File: src/rtl/div_freq_meter_pkg.sv
// Shared types and default widths for the divided-clock frequency meter.
package div_freq_meter_pkg;

  typedef enum logic [1:0] {IDLE, ARM, COUNT, DONE} state_t;

  localparam int DEF_N_WIN  = 16;
  localparam int DEF_N_CNT  = 16;
  localparam int DEF_N_SYNC = 2;

endpackage

File: src/rtl/div_freq_meter_sync_rise_det.sv
// Synchronizes the measured clock into clk and flags its rising edges.
// prev only tracks while counting; load re-seeds it so a standing high level is not seen as an edge.
module sync_rise_det #(
  parameter int N_SYNC = 2
) (
  input  logic clk,
  input  logic rst,
  input  logic i_meas,
  input  logic i_load,
  input  logic i_en,
  output logic o_rise
);

  logic [N_SYNC-1:0] r_sync;
  logic              r_prev;
  logic              w_sync_out;

  assign w_sync_out = r_sync[N_SYNC-1];

  always_ff @(posedge clk or posedge rst) begin
    if (rst) begin
      r_sync <= '0;
    end else begin
      r_sync <= {r_sync[N_SYNC-2:0], i_meas};
    end
  end

  always_ff @(posedge clk or posedge rst) begin
    if (rst) begin
      r_prev <= 1'b0;
    end else if (i_load || i_en) begin
      r_prev <= w_sync_out;
    end
  end

  assign o_rise = w_sync_out & ~r_prev;

endmodule

File: src/rtl/div_freq_meter.sv
// Counts rising edges of meas_in over a programmable window of clk cycles
// and hands the saturating result back through a valid/ack handshake.
module div_freq_meter
  import div_freq_meter_pkg::*;
#(
  parameter int N_WIN  = DEF_N_WIN,
  parameter int N_CNT  = DEF_N_CNT,
  parameter int N_SYNC = DEF_N_SYNC
) (
  input  logic             clk,
  input  logic             rst,
  input  logic             meas_in,
  input  logic             start,
  input  logic [N_WIN-1:0] win_len,
  input  logic             ack,
  output logic             busy,
  output logic             valid,
  output logic [N_CNT-1:0] count,
  output logic             ovfl
);

  state_t             r_state, w_state_next;
  logic [N_WIN-1:0]   r_win_cnt, w_win_cnt_next;
  logic [N_CNT-1:0]   r_count, w_count_next;
  logic               r_ovfl, w_ovfl_next;
  logic               r_busy, r_valid;
  logic               w_rise;

  sync_rise_det #(.N_SYNC(N_SYNC)) u_sync (
    .clk    (clk),
    .rst    (rst),
    .i_meas (meas_in),
    .i_load (r_state == ARM),
    .i_en   (r_state == COUNT),
    .o_rise (w_rise)
  );

  always_ff @(posedge clk or posedge rst) begin
    if (rst) begin
      r_state <= IDLE;
    end else begin
      r_state <= w_state_next;
    end
  end

  always_comb begin
    w_state_next   = r_state;
    w_win_cnt_next = r_win_cnt;
    w_count_next   = r_count;
    w_ovfl_next    = r_ovfl;
    case (r_state)
      IDLE, DONE: begin
        // start takes priority over ack when both arrive in DONE
        if (start) begin
          w_count_next   = '0;
          w_ovfl_next    = 1'b0;
          w_win_cnt_next = win_len;
          w_state_next   = (win_len != '0) ? ARM : DONE;
        end else if (r_state == DONE && ack) begin
          w_state_next = IDLE;
        end
      end
      ARM: begin
        w_state_next = COUNT;
      end
      COUNT: begin
        if (w_rise) begin
          if (&r_count) begin
            w_ovfl_next = 1'b1;
          end else begin
            w_count_next = r_count + N_CNT'(1);
          end
        end
        w_win_cnt_next = r_win_cnt - N_WIN'(1);
        if (r_win_cnt == N_WIN'(1)) begin
          w_state_next = DONE;
        end
      end
      default: begin
        w_state_next = IDLE;
      end
    endcase
  end

  always_ff @(posedge clk or posedge rst) begin
    if (rst) begin
      r_win_cnt <= '0;
      r_count   <= '0;
      r_ovfl    <= 1'b0;
      r_busy    <= 1'b0;
      r_valid   <= 1'b0;
    end else begin
      r_win_cnt <= w_win_cnt_next;
      r_count   <= w_count_next;
      r_ovfl    <= w_ovfl_next;
      r_busy    <= (w_state_next == ARM) || (w_state_next == COUNT);
      r_valid   <= (w_state_next == DONE);
    end
  end

  assign busy  = r_busy;
  assign valid = r_valid;
  assign count = r_count;
  assign ovfl  = r_ovfl;

endmodule

File: config.mk
export PLATFORM = sky130hd
export DESIGN_NAME = div_freq_meter
export DESIGN_NICKNAME = d
export VERILOG_FILES = /design/src/rtl/div_freq_meter_pkg.sv /design/src/rtl/div_freq_meter_sync_rise_det.sv /design/src/rtl/div_freq_meter.sv
export SDC_FILE = /design/constraint.sdc
export NUM_CORES = 1
export LEC_CHECK = 0
export ABC_AREA = 0
export BUFFER_PORTS_ARGS = -buffer_cell sky130_fd_sc_hd__buf_2
export CORE_MARGIN = 2
export CORE_UTILIZATION = 59
export CTS_BUF_LIST = sky130_fd_sc_hd__clkbuf_8
export DETAILED_ROUTE_END_ITERATION = 6
export HOLD_SLACK_MARGIN = 0.02
export PLACE_DENSITY_LB_ADDON = 0.1
export SYNTH_ARGS = -nofsm -noshare
export SYNTH_HDL_FRONTEND = slang
export SYNTH_SLANG_ARGS = --single-unit
export TNS_END_PERCENT = 50
File: constraint.sdc
create_clock -name clk -period 2.5 [get_ports clk]
set_input_delay 0.25 -clock clk [delete_from_list [all_inputs] [get_ports clk]]
set_output_delay 0.25 -clock clk [all_outputs]
set_load 0.05 [all_outputs]
==> summary.md <==
| Metric | Value |
|---|---|
| Post-layout minimum cycle time | `2.31 ns` |
| CTS H-Tree Depth | `2` |
| Final TNS setup | `0 ns` |
| Post-synthesis sequential area ratio | `40.5%` |
| Fillers | `321` |
| GP Congestion | `0.875` |
| Status | `completed` |
| Worst Path Required | `2.68 ns` |
| Gr usage total | `27.2%` |
| ANT nets after route | `0` |
| Final worst-path setup slack | `0.195 ns` |
| Most frequent cells in the layout | `40 x dfrtp_1, 39 x buf_2, 26 x nand2_1` |
| CP Capture Type | `register` |
| CTS Buffer Depth | `2` |
| Commonest non-fill, non-tap cell in the layout | `dfrtp_1` |
| Grt ovf | `0` |
| Yosys warns | `0` |
| Row count | `23` |
| First-pass GRT wire length | `9620 µm` |
| Layout cells sized above 1 | `19.9%` |
| Buf/Inv on CP | `0` |
| Final Skew | `0.00360 ns` |
| CTS Hold Bufs | `0` |
| Placeable Area | `4030 µm²` |
| Worst min path class | `in -> reg` |
| Placed Area | `2760 µm²` |
| P per Cell Area | `1130 nW/µm²` |
| Final Slew Violations | `0` |
| ANT cells | `0` |
| Async SR Flop Fraction | `100%` |
| Slowest cell on the critical path | `or4_4` |
| Distinct cells, synth | `45` |
| Leak Pwr | `1.21 nW` |
| Die X | `68.7 µm` |
| Post-CTS Resized | `0` |
| Final HPWL DP | `4450 µm` |
| Worst-margin pin slew | `0.764 ns` |
| Chip height | `68.7 µm` |
| Syn nets | `307` |
| VDD IR max | `0.000487 V` |
| Initial Util | `61.3%` |
| Nets | `348` |
| Via density per instance | `6.35` |
| Final hold slack | `0.0553 ns` |
| Crit Path Class | `reg -> reg` |
| Mapped Area | `2470 µm²` |
| Startpoint types | `register` |
| Root buf cell | `clkbuf_8` |
| Critical path cell sequence | `or4_4, nor4b_1, a21oi_1, o31ai_1, ha_1` |
| Worst slew margin | `49.0%` |
| Clk_lat worst skew | `0.30 ns` |
| Boundary pin count | `40` |
| Largest net degree at the start of global routing | `31` |
| Vias in the first global route | `2091` |
| Final wirelength | `6110 µm` |
| CTS tree | `built` |
| Avg Synthesized Cell Area | `8.82 µm²` |
| Worst-path clk slew | `0.08 ns` |
| Detailed Route Iter0 Violations | `195` |
| Hold Vio Cnt, Final | `0` |
| Crit path DAT | `2.49 ns` |
| Place WS | `0.242 ns` |
| Crit-path max cell delay | `0.60 ns` |
| Initial antenna violation count | `0` |
| Final setup fails | `0` |
| Fmax | `0.434 GHz` |
| Area growth, synth to finish | `16.2%` |
| Post-synth EDFFs | `0` |
| Buffers on Ports | `39` |
| DR vias | `2362` |
| Worst path top cell family by delay | `simple AND/OR/NAND/NOR gates` |
| Crit path max fanout | `8` |
| Synth Instances | `280` |
| Synth Register Bits | `40` |
| DRC | `0` |
| CTS buffer count | `5` |
| Period utilization | `92.2%` |
| Initial DRT Pass Iterations | `7` |
| Die Footprint | `4720 µm²` |
| Maxcap violations | `0` |
| RSZ-0062 raised after global routing | `no` |
| Final Cell Area | `2870 µm²` |
| Post-CTS setup buffer count | `0` |
| Clock sink count | `40` |
| Routed WL per cell | `16.4 µm` |
| Synth Flop Type | `dfrtp_1` |
-- sequential cells by signal, summed over array words and instances, names as in the netlist --
signal         flops
busy               1
ovfl               1
r_win_cnt         16
r_state            2
u_sync.r_prev      1
u_sync.r_sync      2
count             16
valid              1
-- path summary, 6_finish.rpt --
check / slack, ns / endpoint / from / cells after the start
setup reg to reg: 0.19 / busy$_DFF_PP0_ / r_win_cnt[2]$_DFFE_PP0P_ / 5
max in group asynchronous: 1.84 / r_state[1]$_DFF_PP0_ / rst / 3
hold / removal: 0.06 / u_sync.r_sync[0]$_DFF_PP0_ / meas_in / 1
hold reg to reg: 0.36 / u_sync.r_sync[1]$_DFF_PP0_ / u_sync.r_sync[0]$_DFF_PP0_ / 0
min in group asynchronous: 0.08 / r_win_cnt[9]$_DFFE_PP0P_ / rst / 2
setup / recovery: 0.19 / busy$_DFF_PP0_ / r_win_cnt[2]$_DFFE_PP0P_ / 5
-- worst reg2reg max path: stages, from the launching register on --
cell	delay, ns
dfrtp_1	0.45
or4_4	0.60
nor4b_1	0.37
a21oi_1	0.12
o31ai_1	0.35
ha_1	0.30
-- cells in the mapped netlist (all sizes together) (6+ instances only) --
cell	n	share of area, %
nor2	12	1.8
nand2b	12	3.0
o22ai	9	2.3
nor3	13	2.6
mux2i	12	4.9
or3	6	1.7
clkbuf	15	2.3
ha	6	3.0
nand2	26	4.0
dfrtp	40	41
inv	10	1.5
nand3	7	1.4
a211oi	7	2.1
a21oi	20	4.1
or4	6	2.0
nor4	11	2.8
o21ai	17	3.4
-- stage by stage --
stage / power (mW) / util (%) / instances
3_5_place_dp: 2.69 / 68.5 / 364
5_1_grt: 3.47 / 71.2 / 372
2_1_floorplan: 2.24 / - / 280
3_3_place_gp: 2.63 / 68.5 / 364
6_report: 3.23 / 71.2 / 372
4_1_cts: 3.23 / 71.2 / 372
-- power by group --
group,internal (mW),leakage (nW),switching (mW)
sequential,0.844,0.498,0.220
clock,0.296,0.0541,0.243
combinational,0.619,0.654,1.01
total,1.76,1.21,1.47
-- kinds of logic (layout without fill, tap and decap cells) --
family / after synthesis / count (layout) / share of synthesized area [%]
AND/OR/NAND/NOR: 114 / 114 / 25.5
buffers and inverters: 25 / 67 / 3.80
flip-flops: 40 / 40 / 40.5
adder cells (fa/ha/maj): 6 / 6 / 3.04
multiplexers: 14 / 14 / 5.78
AO/OA/AOI/OAI: 81 / 81 / 21.3
-- layout make-up --
| class | count | area, µm² | share of cell area (%) |
|---|---|---|---|
| flip-flops and latches | 40 | 1000 | 34.9 |
| repair buffers | 49 | 283 | 9.85 |
| well taps | 50 | 62.6 | 2.18 |
| multi-input cells | 215 | 1380 | 47.9 |
| clock inverters | 3 | 42.5 | 1.48 |
| inverters | 10 | 37.5 | 1.31 |
| clock buffers | 5 | 68.8 | 2.40 |
-- per-layer routing --
metal	wire (µm)	vias up	part of all wire, %	global-route usage [%]
li1	-	1156	-	-
met3	335	4	5.5	5.36
met2	3010	92	49	46.4
met1	2740	1110	45	35.4
met5	0	-	0	0
met4	23	0	0.38	7.11
No activity file was read; power rests on OpenSTA's default activity.
